### src/rtl/wb_regfile_if.sv
// Write-back and register-read signal bundle between the MEM/WB/ID pipeline logic and the register file.
// The master side drives the write-back and read addresses; the slave side returns the read data, bypass value and counters.
interface wb_regfile_if;
  logic        RegWrite__i;
  logic        MemToReg__i;
  logic [31:0] MemReadData__i;
  logic [31:0] ALUData__i;
  logic [4:0]  WBReg__i;
  logic [4:0]  RsAddr__i;
  logic [4:0]  RtAddr__i;
  logic [31:0] RsData__o;
  logic [31:0] RtData__o;
  logic [31:0] WBData__o;
  logic        WBValid__o;
  logic [31:0] RetireCount__o;

  modport master (
    output RegWrite__i, MemToReg__i, MemReadData__i, ALUData__i,
           WBReg__i, RsAddr__i, RtAddr__i,
    input  RsData__o, RtData__o, WBData__o, WBValid__o, RetireCount__o
  );

  modport slave (
    input  RegWrite__i, MemToReg__i, MemReadData__i, ALUData__i,
           WBReg__i, RsAddr__i, RtAddr__i,
    output RsData__o, RtData__o, WBData__o, WBValid__o, RetireCount__o
  );
endinterface

### src/rtl/wb_regfile.sv
// 32x32 register file with write-back mux, same-cycle write-through bypass on both read ports,
// and a wrapping count of committed writes; reads are combinational, writes land on the next edge.
module wb_regfile (
  input  logic       clock__i,
  input  logic       reset__i,
  wb_regfile_if.slave bus
);
  logic [31:0] regs [0:31];
  logic [31:0] retire_cnt;
  logic [31:0] wb_data;
  logic        wb_valid;

  assign wb_data  = bus.MemToReg__i ? bus.MemReadData__i : bus.ALUData__i;
  assign wb_valid = bus.RegWrite__i & (bus.WBReg__i != 5'd0) & ~reset__i;

  assign bus.WBData__o      = wb_data;
  assign bus.WBValid__o     = wb_valid;
  assign bus.RetireCount__o = retire_cnt;

  // wb_valid already excludes reset and r0, so a bypass hit never returns data for r0.
  always_comb begin
    if (wb_valid && (bus.RsAddr__i == bus.WBReg__i))
      bus.RsData__o = wb_data;
    else
      bus.RsData__o = regs[bus.RsAddr__i];

    if (wb_valid && (bus.RtAddr__i == bus.WBReg__i))
      bus.RtData__o = wb_data;
    else
      bus.RtData__o = regs[bus.RtAddr__i];
  end

  always_ff @(posedge clock__i) begin
    if (reset__i) begin
      for (int i = 0; i < 32; i++)
        regs[i] <= 32'h0;
      retire_cnt <= 32'h0;
    end else if (wb_valid) begin
      regs[bus.WBReg__i] <= wb_data;
      retire_cnt         <= retire_cnt + 32'd1;
    end
  end
endmodule

### src/flat_wrapper.sv
// flat-port wrapper written by rule: the top's interface ports become plain ports
module wb_regfile_flat 
  (clock__i, reset__i, bus_RegWrite__i, bus_MemToReg__i, bus_MemReadData__i, bus_ALUData__i, bus_WBReg__i, bus_RsAddr__i, bus_RtAddr__i, bus_RsData__o, bus_RtData__o, bus_WBData__o, bus_WBValid__o, bus_RetireCount__o);
  wb_regfile_if bus_i ();
  input  logic clock__i;
  input  logic reset__i;
  input wire logic [$bits(bus_i.RegWrite__i)-1:0] bus_RegWrite__i;
  input wire logic [$bits(bus_i.MemToReg__i)-1:0] bus_MemToReg__i;
  input wire logic [$bits(bus_i.MemReadData__i)-1:0] bus_MemReadData__i;
  input wire logic [$bits(bus_i.ALUData__i)-1:0] bus_ALUData__i;
  input wire logic [$bits(bus_i.WBReg__i)-1:0] bus_WBReg__i;
  input wire logic [$bits(bus_i.RsAddr__i)-1:0] bus_RsAddr__i;
  input wire logic [$bits(bus_i.RtAddr__i)-1:0] bus_RtAddr__i;
  output wire logic [$bits(bus_i.RsData__o)-1:0] bus_RsData__o;
  output wire logic [$bits(bus_i.RtData__o)-1:0] bus_RtData__o;
  output wire logic [$bits(bus_i.WBData__o)-1:0] bus_WBData__o;
  output wire logic [$bits(bus_i.WBValid__o)-1:0] bus_WBValid__o;
  output wire logic [$bits(bus_i.RetireCount__o)-1:0] bus_RetireCount__o;
  assign bus_i.RegWrite__i = bus_RegWrite__i;
  assign bus_i.MemToReg__i = bus_MemToReg__i;
  assign bus_i.MemReadData__i = bus_MemReadData__i;
  assign bus_i.ALUData__i = bus_ALUData__i;
  assign bus_i.WBReg__i = bus_WBReg__i;
  assign bus_i.RsAddr__i = bus_RsAddr__i;
  assign bus_i.RtAddr__i = bus_RtAddr__i;
  assign bus_RsData__o = bus_i.RsData__o;
  assign bus_RtData__o = bus_i.RtData__o;
  assign bus_WBData__o = bus_i.WBData__o;
  assign bus_WBValid__o = bus_i.WBValid__o;
  assign bus_RetireCount__o = bus_i.RetireCount__o;
  wb_regfile u_core (.clock__i(clock__i), .reset__i(reset__i), .bus(bus_i));
endmodule
### config.mk
export PLATFORM = sky130hd
export DESIGN_NAME = wb_regfile_flat
export DESIGN_NICKNAME = d
export VERILOG_FILES = /design/src/rtl/wb_regfile_if.sv /design/src/rtl/wb_regfile.sv /design/src/flat_wrapper.sv
export SDC_FILE = /design/constraint.sdc
export NUM_CORES = 2
export LEC_CHECK = 0
export ABC_AREA = 1
export BUFFER_PORTS_ARGS = -buffer_cell sky130_fd_sc_hd__buf_2
export CAP_MARGIN = 15
export CORE_ASPECT_RATIO = 0.9
export CORE_MARGIN = 2
export CORE_UTILIZATION = 45
export DETAILED_ROUTE_END_ITERATION = 10
export PLACE_DENSITY_LB_ADDON = 0.1
export SLEW_MARGIN = 30
export SYNTH_ARGS = -nofsm -noshare
export SYNTH_HDL_FRONTEND = slang
export SYNTH_SLANG_ARGS = --single-unit
### constraint.sdc
create_clock -name clock__i -period 8 [get_ports clock__i]
set_clock_uncertainty 0.1 [all_clocks]
set_input_delay 1.6 -clock clock__i [delete_from_list [all_inputs] [get_ports clock__i]]
set_output_delay 1.6 -clock clock__i [all_outputs]
set_load 0.02 [all_outputs]
# Word level (Yosys, flattened, before mapping)
# Memory sizes are Yosys's and may differ from the RTL's.
# Index checks and enable logic that the tools add are counted.
# op_classes
add_sub_neg	1
n_bitwise	3
muxes	11
n_eq_ne	2
n_reduce_logical	4
# ops
cell	count
32-bit 2-to-1 mux	4
32-bit by 1-bit adder with 32-bit output, second input constant	1
32-bit OR reduction	1
5-bit equality test	2
1-bit 2-to-1 mux	6
5-bit 2-to-1 mux	1
5-bit nonzero test	1
1-bit bitwise AND	2
1-bit logical AND	2
1-bit NOT	1
# word_totals
word_cells	23
ff_bits	32
mem_count	1
ram_bits	1024
inputBits	83
# memory_table
memory	words	word_bits	read_ports	rd_clocked_by_memory_dff	wr	line_no	source
u_core.regs	32	32	2	0	32	wb_regfile.sv:8	logic [31:0] regs [0:31];

# Depth between registers and ports, before layout
# depth
word_depth	8
ltp_mapped	12

# Worst setup path after synthesis
# Ideal clock, no wire load.
# synth_path
path_type	input to output
from	input bus_WBReg__i[3]
to	output bus_RsData__o[10]
n_path_buf	3
arrival_time_ns	2.886
slack_ns	3.414
t_required_ns	6.300
stages	11
path_cell_list	buf_4 > nor3_4 > nand2_1 > nand3_2 > inv_2 > buf_4 > nand2_4 > inv_2 > buf_4 > nand2_1 > nand2_1
# synth_between
elab_chain_cells	5
elab_cells_between_ends	6
classes_between	eq/ne: 1; mux: 1; bitwise: 2; reduce/logical: 2
# synth_rtl
element	line_no	source
start, declared	flat_wrapper.sv:11	input wire logic [$bits(bus_i.WBReg__i)-1:0] bus_WBReg__i;
5-bit nonzero test	wb_regfile.sv:14	assign wb_valid = bus.RegWrite__i & (bus.WBReg__i != 5'd0) & ~reset__i;
1-bit bitwise AND (2 in a row)	wb_regfile.sv:14	
net bus_WBValid__o	flat_wrapper.sv:17	output wire logic [$bits(bus_i.WBValid__o)-1:0] bus_WBValid__o;
1-bit logical AND	wb_regfile.sv:22	if (wb_valid && (bus.RsAddr__i == bus.WBReg__i))
32-bit 2-to-1 mux	wb_regfile.sv:22	
end, declared	flat_wrapper.sv:14	output wire logic [$bits(bus_i.RsData__o)-1:0] bus_RsData__o;
# The timed path passes the listed nets, and every way through them passes these cells.

# Worst setup path after layout
# layout_path
from	input bus_WBReg__i[4]
to	output bus_RsData__o[14]
# layout_between
elab_chain_cells	5
elab_cells_between_ends	6
classes_between	eq/ne: 1; mux: 1; bitwise: 2; reduce/logical: 2
# layout_rtl
element	line_no
5-bit nonzero test	wb_regfile.sv:14
1-bit bitwise AND (2 in a row)	wb_regfile.sv:14
1-bit logical AND *	wb_regfile.sv:22
32-bit 2-to-1 mux *	wb_regfile.sv:22
# Mark *: on every way between the ends. The rest lies on a longest branch, timed or not.

==> summary.md <==
| Metric | Value |
|---|---|
| Row count | `127` |
| Die span in x | `389 um` |
| Post-Syn Instances | `7912` |
| Critical path origin | `bus_WBReg__i[4]` |
| # DRC | `0` |
| Post-synthesis register bit count | `1056` |
| Synth Area in Adders | `0.0208%` |
| RSZ-0062 raised after global routing | `false` |
| Root Driver | `clkbuf_16` |
| Top cells by area, synth | `edfxtp_1 (51%), nand2_1 (18%), nand3_1 (14%)` |
| Relative slew slack | `24.6%` |
| Core region area | `133000 um^2` |
| Placement Cell Area | `between 60000 and 70000 um^2` |
| Compound-Gate Fraction of Synth Area | `0.712%` |
| Clock Tree Buf Depth | `3` |
| Post-synth top cells | `nand2_1 (2841), nand3_1 (1728), nor2_1 (1095), edfxtp_1 (1024), inv_1 (399)` |
| Global Route Usage Sum | `35.0%` |
| Count leader, synth | `nand2_1` |
| Fmax | `156 MHz` |
| Syn Std Cell Area | `60100 um^2` |
| Synth area leader | `edfxtp_1` |
| Netlist cell types | `31` |
| Detailed-route wire length per cell | `roughly 25 um` |
| Pre-antenna DRT Iters | `8` |
| Seq/Total Area, Yosys | `52.2%` |
| Post-synth EDFFs | `1024` |
| Post-CTS Setup Repair Bufs | `0` |
| Share of cells above drive strength 1 | `just over 8%` |
| Setup_tns | `0 ns` |
| Yosys warns | `0` |
| Final Hold Fails | `0` |
| Area Growth Syn to Fin | `9.89%` |
| Total grt overflow | `0` |
| Die Y | `351 um` |
| Main combinational cell family by area after synthesis | `simple AND/OR/NAND/NOR gates` |
| Mean Syn Cell Area | `around 7.6 um^2` |
| Max-Cap Viols | `0` |
| CTS H-tree depth | `3` |
| Nets | `7866` |
| Post-synthesis mux area share | `0%` |
| Worst-Margin Slew | `approximately 1.1 ns` |
| CTS tree | `done` |
| Layout Utilization | `49.7%` |
| Ys async rst share | `0%` |
| Top cell type's share of synthesized area | `approximately half` |
| Crit end category | `output port` |
| Number of antenna violations at the first check in global routing | `10` |
| Hold/Removal Path Class | `reg2reg` |
| Final period util | `80.1%` |
| Hold path start | `u_core.bus.RetireCount__o[15]$_SDFFE_PP0P_` |
| RePlAce Congestion | `0.901` |
| Total number of vias | `roughly 57000` |
| PD cells | `212 nW/um^2` |
| Clk slew on worst S/H paths | `0.06 ns` |
| VDD IR max | `0.188 mV` |
| Vias in the first global route | `52500` |
| Design area | `66000 um^2` |
| Cts repair resizes | `0` |
| Worst-Skew Late Latency | `0.75 ns` |
| Final setup violation count | `0` |
| Count of final max-slew check failures | `0` |
| CP startpoint kind | `primary input` |
| Initial core utilization | `around 45%` |
| First-pass GRT wire length | `353 mm` |
| Total CTS buffers | `120` |
| Leakage | `28.9 nW` |
| Synth Area in Simple Gates | `between 30 and 40%` |
| Worst R2R Start | `u_core.bus.RetireCount__o[0]$_SDFFE_PP0P_` |
| Worst-path fanout max | `33` |
| Initial DRC Count | `approximately 8000` |
| # IOs | `212` |
| Synth Area in XOR/XNOR | `0.189%` |
| Post-DRT Antenna Nets | `0` |
| Worst Setup Path Type | `in2out` |
| Vias/cell | `5.91` |
| Hold_buf cts | `0` |
| Status | `finished clean` |
| Input/output buffers | `211` |
| Final WL | `245 mm` |
| Synth Flop Type | `edfxtp_1` |
| Post-DP HPWL | `132 mm` |
| Required @ worst endpoint | `6.30 ns` |
| Area of the die | `136000 um^2` |
| Final Critical Period | `between 6 and 7 ns` |
| Largest net degree at the start of global routing | `178` |
| Critical path arrival | `around 4.7 ns` |
| Total clock sinks | `1056` |
cell families (layout without fill, tap and decap cells):
family | after synthesis | after routing
other | 1 | 33
adder cells (fa/ha/maj) | 1 | 1
flip-flops | 1056 | 1056
XOR/XNOR | 13 | 13
AO/OA/AOI/OAI | 77 | 77
buffers and inverters | 1067 | 1007
AND/OR/NAND/NOR | 5697 | 5697
worst paths after layout:
kind	to	depth (start not counted)	slack (ns)
setup / recovery	bus_RsData__o[14]	11	1.59
hold / removal	u_core.bus.RetireCount__o[15]$_SDFFE_PP0P_	2	0.41
setup reg to reg	u_core.bus.RetireCount__o[26]$_SDFFE_PP0P_	9	5.43
hold reg to reg	u_core.bus.RetireCount__o[15]$_SDFFE_PP0P_	2	0.41
worst max-delay path: stages:
cell,delay (ns)
buf_2,0.31
nor3_4,0.10
nand2_1,0.22
nand3_2,0.12
inv_2,0.35
nand2_4,0.45
inv_2,0.74
buf_4,0.44
nand2_1,0.08
nand2_1,0.08
buf_2,0.17
state kept, by name, indices dropped and copies added (netlist names):
| name | count |
|---|---|
| u_core.bus.RetireCount__o | 32 |
| u_core.regs | 1024 |
cells in the final DEF (no fill, tap or decap), types with 2 or more instances in the layout:
cell type	instances
clkbuf_1	36
nor3_1	19
buf_6	4
xor2_1	6
nand4_1	5
nand2_2	56
o211ai_1	14
buf_4	150
buf_12	17
dfxtp_1	32
nand3b_1	4
o21ai_0	14
nand3_1	1728
bufinv_16	6
inv_8	4
inv_1	393
nor2_1	1095
inv_6	4
nand2_1	2779
nand2_4	8
a21oi_1	14
buf_8	4
inv_2	4
o21a_1	2
o21ai_2	32
clkinv_1	36
edfxtp_1	1024
clkbuf_8	2
buf_2	202
clkinv_2	19
clkbuf_16	125
conb_1	32
xnor2_1	7
per-stage QoR:
stage | instances | worst slack [ns] | total power [mW] | hold slack [ns]
final | 9625 | 1.59 | 14.0 | 0.409
after global placement | 9401 | 1.74 | 8.62 | 0.393
after floorplan | 7943 | 3.41 | 7.84 | 0.460
after global routing | 9625 | 1.54 | 14.4 | 0.435
after CTS | 9624 | 1.72 | 13.9 | 0.414
after detailed placement | 9401 | 1.72 | 8.65 | 0.405
report_power, final:
| group | leakage [nW] | switching (mW) | internal, mW |
|---|---|---|---|
| logic | 17.1 | 1.58 | 0.515 |
| clock network | 1.81 | 2.34 | 3.04 |
| registers | 10.0 | 0.137 | 6.36 |
cell type report:
cell class | instances | area [um^2]
antenna | 1 | 2.50
fill | 12700 | 66800
tap | 1741 | 2180
timing repair buffer | 377 | 2580
sequential | 1056 | 31400
inverter | 407 | 1570
multi-input combinational | 5820 | 24600
clock buffer | 163 | 3290
clock inverter | 60 | 414
per-layer routing:
metal | global-route usage [%] | routed length (um)
met2 | 54.6 | 108000
met5 | 0 | 48
met1 | 46.9 | 94800
met3 | 6.77 | 29100
met4 | 17.3 | 13100
Note: power is estimated with default switching activity, not from simulation.
